--- src/rtl/led_rotate_ctrl.sv ---
// Run/stop and direction control for the 16-bit LED rotator.
// Inputs are synchronized, debounced and one-pulsed, then drive a STOP/RUN/BOUNCE FSM.
module led_rotate_ctrl #(
  parameter int unsigned DEB_LEN = 4,
  parameter int unsigned SPAN    = 15
) (
  input  logic       my_clk,
  input  logic       rst,
  input  logic       btn_run,
  input  logic       btn_dir,
  input  logic       sw_bounce,
  output logic       en,
  output logic       dir,
  output logic [1:0] state,
  output logic [3:0] step_cnt
);

  localparam int unsigned CNT_W = 4;
  localparam logic [CNT_W-1:0] CNT_MAX = CNT_W'(SPAN - 1);

  typedef enum logic [1:0] {
    ST_STOP   = 2'b00,
    ST_RUN    = 2'b01,
    ST_BOUNCE = 2'b10
  } state_t;

  state_t cur, nxt;

  logic               run_s1, run_s2, dbtn_s1, dbtn_s2, sw_s1, sw_s2;
  logic [DEB_LEN-1:0] run_sh, dbtn_sh;
  logic               run_deb, run_deb_d, dbtn_deb, dbtn_deb_d;
  logic               run_pulse, dir_pulse;
  logic               en_nxt, dir_nxt;
  logic [CNT_W-1:0]   cnt_nxt;

  // Input conditioning: 2-FF sync, shift-register debounce, edge delay for one-pulse
  always_ff @(posedge my_clk or posedge rst) begin
    if (rst) begin
      run_s1     <= 1'b0;
      run_s2     <= 1'b0;
      dbtn_s1    <= 1'b0;
      dbtn_s2    <= 1'b0;
      sw_s1      <= 1'b0;
      sw_s2      <= 1'b0;
      run_sh     <= '0;
      dbtn_sh    <= '0;
      run_deb    <= 1'b0;
      run_deb_d  <= 1'b0;
      dbtn_deb   <= 1'b0;
      dbtn_deb_d <= 1'b0;
    end else begin
      run_s1     <= btn_run;
      run_s2     <= run_s1;
      dbtn_s1    <= btn_dir;
      dbtn_s2    <= dbtn_s1;
      sw_s1      <= sw_bounce;
      sw_s2      <= sw_s1;
      run_sh     <= (run_sh << 1) | DEB_LEN'(run_s2);
      dbtn_sh    <= (dbtn_sh << 1) | DEB_LEN'(dbtn_s2);
      if (&run_sh)       run_deb <= 1'b1;
      else if (~|run_sh) run_deb <= 1'b0;
      if (&dbtn_sh)       dbtn_deb <= 1'b1;
      else if (~|dbtn_sh) dbtn_deb <= 1'b0;
      run_deb_d  <= run_deb;
      dbtn_deb_d <= dbtn_deb;
    end
  end

  assign run_pulse = run_deb & ~run_deb_d;
  assign dir_pulse = dbtn_deb & ~dbtn_deb_d;

  // State and registered outputs
  always_ff @(posedge my_clk or posedge rst) begin
    if (rst) begin
      cur      <= ST_STOP;
      en       <= 1'b0;
      dir      <= 1'b0;
      step_cnt <= '0;
    end else begin
      cur      <= nxt;
      en       <= en_nxt;
      dir      <= dir_nxt;
      step_cnt <= cnt_nxt;
    end
  end

  // Next state; run_pulse wins over the switch
  always_comb begin
    nxt = cur;
    unique case (cur)
      ST_STOP:   if (run_pulse) nxt = sw_s2 ? ST_BOUNCE : ST_RUN;
      ST_RUN:    if (run_pulse) nxt = ST_STOP;
                 else if (sw_s2) nxt = ST_BOUNCE;
      ST_BOUNCE: if (run_pulse) nxt = ST_STOP;
                 else if (!sw_s2) nxt = ST_RUN;
      default:   nxt = ST_STOP;
    endcase
  end

  // Output next values, evaluated under the current (old) state
  always_comb begin
    en_nxt  = (nxt != ST_STOP);
    dir_nxt = dir;
    cnt_nxt = '0;
    if (cur == ST_BOUNCE) begin
      if (step_cnt == CNT_MAX) dir_nxt = ~dir;
      else                     cnt_nxt = CNT_W'(step_cnt + 4'd1);
    end else if (dir_pulse) begin
      dir_nxt = ~dir;
    end
    if (nxt != ST_BOUNCE) cnt_nxt = '0;
  end

  assign state = cur;

endmodule

--- config.mk ---
export PLATFORM = sky130hd
export DESIGN_NAME = led_rotate_ctrl
export DESIGN_NICKNAME = d
export VERILOG_FILES = /design/src/rtl/led_rotate_ctrl.sv
export SDC_FILE = /design/constraint.sdc
export NUM_CORES = 1
export LEC_CHECK = 0
export ABC_AREA = 0
export BUFFER_PORTS_ARGS = -buffer_cell sky130_fd_sc_hd__buf_2
export CORE_UTILIZATION = 30
export CTS_BUF_LIST = sky130_fd_sc_hd__clkbuf_2 sky130_fd_sc_hd__clkbuf_4 sky130_fd_sc_hd__clkbuf_8
export DETAILED_ROUTE_END_ITERATION = 8
export PLACE_DENSITY_LB_ADDON = 0.15
export SYNTH_ARGS = -nofsm -noshare
export SYNTH_HDL_FRONTEND = slang
export SYNTH_SLANG_ARGS = --single-unit
--- constraint.sdc ---
create_clock -name my_clk -period 1.25 [get_ports my_clk]
set_clock_uncertainty 0.2 [all_clocks]
set_input_delay 0.0625 -clock my_clk [delete_from_list [all_inputs] [get_ports my_clk]]
set_output_delay 0.0625 -clock my_clk [all_outputs]
set_load 0.1 [all_outputs]
======== After elaboration in Yosys (flattened, before gate mapping) ========
Cells that the tools add are included.
word-level totals
  register bits ........................... 26
  bits of input ports ..................... 5
  output and inout port bits .............. 8
  logic and storage cells ................. 56
operators by class
  $add $sub $neg .......................... 1
  eq/ne operators ......................... 7
  multiplexer cells ....................... 17
  bitwise operators ....................... 7
  reductions and logical operators ........ 8
operator list
  kind                                                                     count
  2-bit two-way mux                                                        6
  4-bit two-way mux                                                        3
  4-bit by 1-bit bitwise OR with 4-bit output                              2
  4-bit AND reduction                                                      2
  4-bit OR reduction                                                       2
  1-bit two-way mux                                                        7
  2-bit inequality test, second input constant                             3
  2-bit case mux with 3 select lines                                       1
  4-bit by 1-bit adder with 4-bit output, second input constant            1
  4-bit equality test, second input constant                               1
  2-bit nonzero test                                                       2
  1-bit NOT                                                                3
  1-bit AND                                                                2
  2-bit by 1-bit equality test with 1-bit output, second input constant    1
  2-bit equality test, second input constant                               1
  2-bit logical NOT                                                        1
  2-bit by 1-bit inequality test with 1-bit output, second input constant  1
  2-bit AND reduction                                                      1

======== Logic depth before layout (Yosys ltp) ========
  depth in word-level cells ............... 6
  mapped depth ............................ 5
  depth with buffers taken out ............ 5

======== Worst setup path after synthesis ========
OpenSTA, ideal clock, no wires.
  path kind ............................... register -> register
  start ................................... register step_cnt[0]
  end ..................................... register dir
  setup time .............................. 0.161 ns
  arrival time ............................ 1.592 ns
  slack ................................... -0.703 ns
  cell stages (with the launch flop) ...... 6
  cells stage by stage .................... dfrtp_1 > inv_1 > ha_1 > nand3_1 > mux2i_1 > xor2_1
on the way
  cells in the longest elaborated chain, start to end .. 3
RTL lines
  item                                                        line  source
  from (decl)                                                 15    output logic [3:0] step_cnt
  from (signal assigned)                                      83    step_cnt <= cnt_nxt;
  4-bit equality test                                         106   if (step_cnt == CNT_MAX) dir_nxt = ~dir;
  2-bit by 1-bit inequality test with 1-bit output (no line)  -
  2-bit AND reduction (no line)                               -
  to (signal assigned)                                        82    dir <= dir_nxt;
  to (decl)                                                   13    output logic dir,
Every way passes these cells.
A chain may end at the register's enable or synchronous reset.

======== Worst setup path in the final report ========
Same ends and word-level chain as after synthesis.

==> metrics.txt <==
status=finished with violations; failing checks=setup timing; Post-Synthesis Cells=60; Slew Limit Fails=0; Area Overhead vs Synth=62.2%; Die Span Y=~56 µm; part of the Yosys area used for sequential elements=around 75%; combinational family with the most area after synthesis=simple AND/OR/NAND/NOR gates; Final Wtd Congestion=0.709; CTS tree=built; syn avg cell area=about 14 µm²; clk slew on worst S/H paths=0.13 ns; FMAX=~0.71 GHz; startpoint types=flip-flop; CP max FO=3; 1st-iter DRT viols=9; row count=19; area of the multi-input gates=~290 µm²; number of max-cap violations=0; mux cell area share after synthesis=2.32%; CP Capture Type=flip-flop; Final Instance Count excl. Fillers=126; n_diodes=0; vias in the first global route=a little under 600; Tot GR Track Use=around 11%; # nets final=103; fraction of the mapped netlist area in adder cells=2.89%; per-cell routed wire length=approximately 11 µm; Num CTS Buffers=3; Starting Density=a little under a third; clk_lat worst skew=approximately 0.31 ns; yosys warns=0; placed insts=111; initial antenna violation count=0; Fin Hold WS=slightly below 0.05 ns; critical path arrival=1.45 ns; first-pass GRT wire length=about 2500 µm; # port buffers=12; largest net degree at the start of global routing=19; Placement Cell Area=roughly 0.0012 mm²; Final Hold Vio Count=0; Crit Path Class=reg -> reg; library cells used by synthesis=17; via count=roughly 560; first drt pass iteration count=4; Net Count, Synth=67; num ports=13; share of layout cells above drive strength 1=52.6%; worst vdd ir=roughly 1.6 mV; RSZ-0062 raised after global routing=true; setup tns final=-0.831 ns; Max-slew headroom=about 86%; fin crit period=roughly 1.4 ns; PwrDens=around 1700 mW/mm²; data required time of the critical path=approximately 1.3 ns; CP Launch Point=step_cnt[0]$_DFF_PP0_; Reg area=666 µm²; # fillers=about 220; Die ar.=0.00310 mm²; antenna-violating nets left=0; leakage=~0.61 nW; xor and xnor area share after synthesis=approximately 3%; H-Tree Depth=1; worst hold path type=in -> async; DP Worst Slack=-0.147 ns; R2R Path Start=step_cnt[0]$_DFF_PP0_; actual slew at the worst max-slew pin=around 0.20 ns; period utilisation layout=112%; Root Buffer=clkbuf_4; final wirelength=between 1000 and 1500 µm; CORE AREA=about 0.0027 mm²; Setup violations, final=12; total design power=roughly 2.4 mW; # DRC=0; Die W=55.7 µm; via/cell ratio=roughly 4.4; Compound-Gate Fraction of Synth Area=4.05%; Clock Tree Buf Depth=2; Cell Area, Synth=865 µm²; fin util=51.3%; Synth Area in Simple Gates=11.6%; Overflow after GRT=0; PnR worst setup slack=-0.151 ns; post-route cell area=between 0.001 and 0.0015 mm²; clk sinks=26; FF+latch count, synth=26
==> registers in the layout, indices dropped and copies added (netlist names), 2 cells and up <==
signal    flops
dbtn_sh       4
run_sh        4
state         2
step_cnt      4
==> critical path, stage by stage (launching register included) <==
cell     delay (ns)
dfrtp_4        0.53
inv_4          0.06
ha_4           0.13
nand3_4        0.07
mux2i_2        0.17
xor2_1         0.17
==> cell usage after synthesis <==
cell type  instances  share of area (%)
a21boi_0           1               0.87
a21oi_1            3                1.7
a31oi_1            2                1.4
dfrtp_1           26                 75
ha_1               2                2.9
inv_1              2               0.87
mux2i_1            2                2.3
nand2_1            2               0.87
nand2b_1           3                2.2
nand3_1            2                1.2
nand3b_1           1               0.87
nand4bb_1          1                1.3
nor2_1             7                3.0
nor2b_1            1               0.72
or3_1              2                1.4
xnor2_1            1                1.0
xor2_1             2                2.0
==> metal layers <==
| layer | track usage (%) | vias to the layer above | part of all wire (%) |
|---|---|---|---|
| met1 | 14.2 | 277 | 48 |
| met5 | 0 | - | 0 |
| li1 | - | 267 | - |
| met2 | 16.4 | 12 | 46 |
| met3 | 4.42 | 2 | 5.2 |
| met4 | 3.21 | 0 | 1.0 |
==> where the power goes <==
part	internal [mW]	total [mW]	switching (mW)
Clock	0.324	0.563	0.239
Combinational	0.361	0.871	0.510
Sequential	0.933	1.01	0.0810
Total	1.62	2.45	0.830
==> cell usage in the layout (no fill, tap or decap), drive strengths merged <==
cell type,instances
buf,27
dfrtp,26
nor2,7
dlygate4sd3,4
clkbuf,3
nand2b,3
a21oi,3
mux2i,2
nand2,2
xor2,2
a31oi,2
nand3,2
inv,2
or3,2
ha,2
nand3b,1
nor2b,1
a21boi,1
nand4bb,1
xnor2,1
bufinv,1
==> cells by family after synthesis <==
family	count (synthesis)
buf+inv	2
flops	26
compound gates	6
fa+ha+maj	2
mux	2
simple gates	19
xor+xnor	3
==> repair_timing <==
item                                    in CTS  in global routing
endpoints found under the setup margin      15                 17
hold buffers                                 4                  0
hold endpoints to repair                    29                  0
pin swaps                                   10                  7
gates resized for setup                      9                 12
buffers inserted                             2                  5
==> final timing paths <==
path | cells after the start | slack, ns | to
worst max-delay path | 5 | -0.15 | dir$_DFFE_PP0P_
worst min-delay path | 4 | 0.05 | run_s2$_DFF_PP0_
worst max register to register | 5 | -0.15 | dir$_DFFE_PP0P_
worst min register to register | 0 | 0.17 | sw_s2$_DFF_PP0_
max in group asynchronous | 4 | 0.54 | step_cnt[1]$_DFF_PP0_
min in group my_clk | 0 | 0.17 | sw_s2$_DFF_PP0_
==> cell type report <==
cell class / count / area share [%]
well taps: 31 / 2.77
multi-input cells: 32 / 20.5
clock buffers: 3 / 1.61
repair buffers: 31 / 24.8
inverters: 2 / 0.714
clock inverters: 1 / 2.14
flip-flops and latches: 26 / 47.5
Note: power is estimated with default switching activity, not from simulation.
